--- config.mk ---
export PLATFORM = sky130hd
export DESIGN_NAME = alu_operand_stage
export DESIGN_NICKNAME = d
export VERILOG_FILES = /design/src/rtl/alu_operand_stage_pkg.sv /design/src/rtl/alu_operand_stage_regfile.sv /design/src/rtl/alu_operand_stage.sv
export SDC_FILE = /design/constraint.sdc
export NUM_CORES = 1
export LEC_CHECK = 0
export ABC_AREA = 1
export BUFFER_PORTS_ARGS = -buffer_cell sky130_fd_sc_hd__buf_2
export CAP_MARGIN = 20
export CORE_MARGIN = 4
export CORE_UTILIZATION = 60
export CTS_CLUSTER_DIAMETER = 150
export DETAILED_ROUTE_END_ITERATION = 10
export PLACE_DENSITY = 0.81
export SLEW_MARGIN = 5
export SYNTH_ARGS = -nofsm -noshare
export SYNTH_HDL_FRONTEND = slang
export SYNTH_HIERARCHICAL = 1
export SYNTH_SLANG_ARGS = --single-unit
--- constraint.sdc ---
create_clock -name clk -period 4 [get_ports clk]
set_input_delay 1.2 -clock clk [delete_from_list [all_inputs] [get_ports clk]]
set_output_delay 1.2 -clock clk [all_outputs]
set_load 0.01 [all_outputs]
--- src/rtl/alu_operand_stage_pkg.sv ---
// rtl/alu_operand_stage_pkg.sv - shared opcodes, field positions and widths for the ALU operand stage
package alu_operand_stage_pkg;

  localparam int DATA_W = 8;
  localparam int REG_AW = 3;
  localparam int NREGS  = 1 << REG_AW;

  // Opcode values are shared with the ALU; keep them in lockstep.
  typedef enum logic [3:0] {
    OP_ADD = 4'd0,
    OP_SUB = 4'd1,
    OP_AND = 4'd2,
    OP_OR  = 4'd3,
    OP_XOR = 4'd4,
    OP_NOT = 4'd5,
    OP_LSL = 4'd6,
    OP_LSR = 4'd7,
    OP_ASR = 4'd8
  } alu_op_e;

  localparam logic [3:0] OP_LAST = 4'd8;

  // Instruction field bit positions.
  localparam int OP_MSB      = 15;
  localparam int OP_LSB      = 12;
  localparam int RD_MSB      = 11;
  localparam int RD_LSB      = 9;
  localparam int RS1_MSB     = 8;
  localparam int RS1_LSB     = 6;
  localparam int IMM_SEL_BIT = 5;
  localparam int RS2_MSB     = 4;
  localparam int RS2_LSB     = 2;
  localparam int IMM_MSB     = 4;
  localparam int IMM_LSB     = 0;
  localparam int IMM_W       = IMM_MSB - IMM_LSB + 1;

  function automatic logic op_is_legal(input logic [3:0] op);
    return op <= OP_LAST;
  endfunction

  // NOT is unary, so its rs2 field never creates a dependency.
  function automatic logic op_uses_rs2(input logic [3:0] op, input logic imm_sel);
    return !imm_sel && (op != OP_NOT);
  endfunction

endpackage

--- src/rtl/alu_operand_stage_regfile.sv ---
// rtl/alu_operand_stage_regfile.sv - 2-read/1-write register file with write-back bypass
// Ports:
//   clk, reset              : clock, synchronous active-high reset (clears all entries)
//   wr_en/wr_addr/wr_data   : write-back port
//   rd_addr_1/rd_data_1     : combinational read port 1
//   rd_addr_2/rd_data_2     : combinational read port 2
module alu_operand_stage_regfile #(
  parameter int DATA_W   = alu_operand_stage_pkg::DATA_W,
  parameter int NREGS    = alu_operand_stage_pkg::NREGS,
  parameter int AW       = alu_operand_stage_pkg::REG_AW,
  parameter bit ZERO_REG = 1'b1
) (
  input  logic              clk,
  input  logic              reset,
  input  logic              wr_en,
  input  logic [AW-1:0]     wr_addr,
  input  logic [DATA_W-1:0] wr_data,
  input  logic [AW-1:0]     rd_addr_1,
  output logic [DATA_W-1:0] rd_data_1,
  input  logic [AW-1:0]     rd_addr_2,
  output logic [DATA_W-1:0] rd_data_2
);

  logic [DATA_W-1:0] mem [NREGS];
  logic              wr_ok;

  function automatic logic is_zero_reg(input logic [AW-1:0] a);
    return ZERO_REG && (a == '0);
  endfunction

  assign wr_ok = wr_en && !is_zero_reg(wr_addr);

  always_ff @(posedge clk) begin
    if (reset) begin
      for (int i = 0; i < NREGS; i++) mem[i] <= '0;
    end else if (wr_ok) begin
      mem[wr_addr] <= wr_data;
    end
  end

  // Same-cycle write-back is forwarded so a consumer waiting on it can issue now.
  always_comb begin
    rd_data_1 = mem[rd_addr_1];
    if (is_zero_reg(rd_addr_1))                rd_data_1 = '0;
    else if (wr_ok && (wr_addr == rd_addr_1))  rd_data_1 = wr_data;
  end

  always_comb begin
    rd_data_2 = mem[rd_addr_2];
    if (is_zero_reg(rd_addr_2))                rd_data_2 = '0;
    else if (wr_ok && (wr_addr == rd_addr_2))  rd_data_2 = wr_data;
  end

endmodule

--- src/rtl/alu_operand_stage.sv ---
// rtl/alu_operand_stage.sv - decode/operand-fetch stage with RAW scoreboard feeding the ALU
// Ports:
//   clk, reset                          : clock, synchronous active-high reset
//   instr, instr_valid, instr_ready     : instruction handshake (ready is combinational)
//   ALU_control, ALU_srcdata_1/_2       : registered operation bundle to the ALU
//   alu_rd, alu_valid, alu_ready        : destination tag and bundle handshake
//   wb_en, wb_addr, wb_data             : result write-back
//   illegal_instr                       : one-cycle pulse after an illegal opcode is consumed
module alu_operand_stage #(
  parameter int DATA_W   = alu_operand_stage_pkg::DATA_W,
  parameter int NREGS    = alu_operand_stage_pkg::NREGS,
  parameter bit ZERO_REG = 1'b1
) (
  input  logic                                     clk,
  input  logic                                     reset,
  input  logic [15:0]                              instr,
  input  logic                                     instr_valid,
  output logic                                     instr_ready,
  output logic [3:0]                               ALU_control,
  output logic [DATA_W-1:0]                        ALU_srcdata_1,
  output logic [DATA_W-1:0]                        ALU_srcdata_2,
  output logic [alu_operand_stage_pkg::REG_AW-1:0] alu_rd,
  output logic                                     alu_valid,
  input  logic                                     alu_ready,
  input  logic                                     wb_en,
  input  logic [alu_operand_stage_pkg::REG_AW-1:0] wb_addr,
  input  logic [DATA_W-1:0]                        wb_data,
  output logic                                     illegal_instr
);

  import alu_operand_stage_pkg::*;

  logic [3:0]        op;
  logic [REG_AW-1:0] rd, rs1, rs2;
  logic              imm_sel;
  logic [IMM_W-1:0]  imm;

  logic [DATA_W-1:0] rf_rd1, rf_rd2, src2_val;
  logic [NREGS-1:0]  pending, pending_eff, wb_clear, issue_set;
  logic              legal, hazard, out_free, fire, issue;

  assign op      = instr[OP_MSB:OP_LSB];
  assign rd      = instr[RD_MSB:RD_LSB];
  assign rs1     = instr[RS1_MSB:RS1_LSB];
  assign imm_sel = instr[IMM_SEL_BIT];
  assign rs2     = instr[RS2_MSB:RS2_LSB];
  assign imm     = instr[IMM_MSB:IMM_LSB];

  alu_operand_stage_regfile #(
    .DATA_W   (DATA_W),
    .NREGS    (NREGS),
    .AW       (REG_AW),
    .ZERO_REG (ZERO_REG)
  ) u_regfile (
    .clk       (clk),
    .reset     (reset),
    .wr_en     (wb_en),
    .wr_addr   (wb_addr),
    .wr_data   (wb_data),
    .rd_addr_1 (rs1),
    .rd_data_1 (rf_rd1),
    .rd_addr_2 (rs2),
    .rd_data_2 (rf_rd2)
  );

  // A same-cycle write-back retires the dependency, so it is masked out
  // before the hazard check as well as before the next pending value.
  always_comb begin
    wb_clear = '0;
    if (wb_en) wb_clear[wb_addr] = 1'b1;
    pending_eff = pending & ~wb_clear;
  end

  assign legal    = op_is_legal(op);
  // Illegal opcodes never read operands, so they are never held by a hazard.
  assign hazard   = legal && (pending_eff[rs1] ||
                              (op_uses_rs2(op, imm_sel) && pending_eff[rs2]));
  assign out_free = !alu_valid || alu_ready;

  assign instr_ready = out_free && !hazard;
  assign fire        = instr_valid && instr_ready;
  assign issue       = fire && legal;

  assign src2_val = imm_sel ? {{(DATA_W-IMM_W){1'b0}}, imm} : rf_rd2;

  always_comb begin
    issue_set = '0;
    if (issue && !(ZERO_REG && (rd == '0))) issue_set[rd] = 1'b1;
  end

  always_ff @(posedge clk) begin
    if (reset) begin
      alu_valid     <= 1'b0;
      ALU_control   <= '0;
      ALU_srcdata_1 <= '0;
      ALU_srcdata_2 <= '0;
      alu_rd        <= '0;
      illegal_instr <= 1'b0;
    end else begin
      illegal_instr <= fire && !legal;
      if (out_free) begin
        alu_valid <= issue;
        if (issue) begin
          ALU_control   <= op;
          ALU_srcdata_1 <= rf_rd1;
          ALU_srcdata_2 <= src2_val;
          alu_rd        <= rd;
        end
      end
    end
  end

  // OR after clear: an issue to the register being written back stays pending.
  always_ff @(posedge clk) begin
    if (reset) pending <= '0;
    else       pending <= pending_eff | issue_set;
  end

endmodule

==> results.toml <==
[clock_tree]
clk_latency_ns = 0.37
cts_root_buf = "clkbuf_8"
cts_tree = "done"
clk_pin_slew_ns = 0.10
numCtsBuffers = 9
cts_buffer_depth = 2
htreeDepth = 3
cts_setup_buffers = 0
cts.sinks = 97
hold_buffers = 0
ctsResizeCount = 0

[timing]
fin_ws_ns = 0.353
rsz0062_at_grt = "no"
slew_headroom = 0.574
period_needed_ns = 3.65
period_share = 0.912
slew_violations = 0
tns_ns = 0
fin_skew_ns = 0.00830
hold_viol = 0
max_freq_mhz = 274
timing.hold.ws_ns = 0.465
worst_slew_pin_slew_ns = 0.638
finalSetupViolations = 0

[placement]
globalplace.congestion = 1.01
numPlacedInstances = 897
place_area_mm2 = 0.00581
portBuffers = 57
pre_cts_slack_ns = 0.362
dp_hpwl_um = 11300

[worst_setup_path]
crit_chain = "buf_2 > nand2_1 > o21ai_1 > nand2_1 > nand3_1 > nand3_1 > nand2_1 > nand2_1 > a21oi_1 > buf_2"
worstPathRequired_ns = 2.80
setup.worst_path.class = "input pin to primary output"
cp_common_cell = "nand2_1"
cp_slowest_stage_delay_ns = 0.26
r2r_start = "pending[7]$_SDFF_PP0_"
critPathSlowestCell = "o21ai_1"
timing.rr.end = "pending[2]$_SDFF_PP0_"
cp_data_arrival_time_ns = 2.45
ff2ff_setup_slack_ns = 1.99
crit_path_max_fanout = 7
end_kind = "primary output"
reg2reg_depth = 11
startpoint = "wb_addr[0]"
cp-start-kind = "input pin"

[hold_path]
whs_endpoint = "ALU_srcdata_2[1]$_SDFFE_PP0P_"
min_from = "ALU_srcdata_2[1]$_SDFFE_PP0P_"
hold_depth = 2
hp-class = "register to register"

[power]
ir_drop_mv = 0.276
finalPower_mw = 2.20
power-per-cell-area_mw_per_mm2 = 366
power_leakage_nw = 2.79

[final_layout]
area_delta_synth_final_pct = 10.2
fin_nets = 832
fin_area_mm2 = 0.00601
fin_util = 0.686
n_antenna_cell = 0
final_cells = 913
drive_gt1_frac = 0.138

[routing]
wl_um = 16000
dr_total_vias = 5340
routedWlPerCell_um = 17.6
first_pass_iters = 5
drtAntennaViolNets = 0
via_per_inst = 5.85
drc = 0
drt_iter0_markers = 697

[yosys]
synth_warnings = 6
netlist.area_leader.share = 0.352
yosysSeqAreaShare = 0.473
syn_avg_cell_area_um2 = 7.28
ys_types = 29
ys_ff_latch = 97
netlist_area_mm2 = 0.00546
synthCells = 749
synthTopCellsByArea = "edfxtp_1 (35%), nand2_1 (19%), dfxtp_1 (12%), nand3_1 (10%), nor2_1 (6.5%)"
synth.largest_area_cell = "edfxtp_1"

[floorplan]
die_h_um = 103
row_count = 34
coreArea_mm2 = 0.00876
io-pin-count = 58
die-width_um = 103
die-area_mm2 = 0.0107
start_util = 0.623

[outcome]
outcome = "completed"

[grt]
grt_first_pass_wirelength_um = 24600
gr-total-overflow = 0
busiest_layer = "met1"
grt_use_met2 = 0.442
antenna_found_initial = 0
grt_usage = 0.309
grt_pass1_vias = 4725
use_met3 = 0.0423
grt_max_degree = 35
met1_usage = 0.464

[job]
drv_cap = 0
## cell type report
cell class	count	area, um^2
fill	764	2750
tap	108	135
clock buffer	9	124
timing repair buffer	66	353
multi-input combinational	579	2560
sequential	97	2580
inverter	47	181
clock inverter	7	78.8
## flip-flops by register name, indices dropped and copies added (netlist names)
signal and cells:
ALU_srcdata_1 8, ALU_srcdata_2 8, pending 8, alu_valid 1, alu_rd 3, ALU_control 4
illegal_instr 1, u_regfile/mem 64
## worst max-delay path by stage
stage	endpoint	slack, ns	cells after the start
floorplan	instr_ready	0.77	9
global placement	instr_ready	0.40	10
detailed placement	instr_ready	0.36	10
CTS	instr_ready	0.36	10
global route	instr_ready	0.14	10
finish	instr_ready	0.35	10
## cell usage after synthesis (all sizes together)
| master | count |
|---|---|
| nand2 | 281 |
| nand3 | 112 |
| nor2 | 101 |
| edfxtp | 64 |
| a21oi | 52 |
| inv | 38 |
| dfxtp | 33 |
| buf | 17 |
| clkbuf | 16 |
| nor3 | 13 |
| clkinv | 9 |
| o21ai | 8 |
| a31oi | 1 |
| conb | 1 |
| nand3b | 1 |
| nand4 | 1 |
| o31ai | 1 |
## metal layers
| layer | share of wire | vias to the layer above |
|---|---|---|
| met5 | 0 | - |
| met4 | 0.040 | 0 |
| met3 | 0.12 | 62 |
| met2 | 0.44 | 358 |
| met1 | 0.41 | 2388 |
| li1 | - | 2532 |
## cells in the final DEF, fill, tap and decap left out, types with 4 or more instances in the layout
cell type	netlist	routed
nand2_4	6	6
nor3_1	10	10
inv_1	29	29
nand3_1	109	109
clkinv_1	9	10
nand2_1	273	273
o21ai_1	4	4
dfxtp_1	33	33
buf_4	4	9
edfxtp_1	64	64
a21oi_1	52	52
nor2_4	5	5
inv_2	8	8
nor2_1	95	95
buf_2	11	57
clkbuf_8	0	9
conb_1	1	8
o21ai_0	4	4
## critical path, delay by kind of cell
| kind | cells | cell delay, ns |
|---|---|---|
| simple gates | 6 | 0.49 |
| compound gates | 2 | 0.41 |
| buf+inv | 2 | 0.34 |
## cell families (layout without fill, tap and decap cells)
family                 after synthesis  count (layout)  synth area share
DFF                                 97              97             0.473
buffers and inverters               80             129            0.0626
and+or+nand+nor                    509             509             0.406
AOI/OAI and AO/OA                   62              62            0.0576
other                                1               8          0.000687
## power breakdown
| group | switching (mW) | total [mW] | internal (mW) |
|---|---|---|---|
| clock network | 0.365 | 0.661 | 0.296 |
| registers | 0.0320 | 1.16 | 1.12 |
| logic | 0.270 | 0.383 | 0.113 |
No activity file was read; power rests on OpenSTA's default activity.
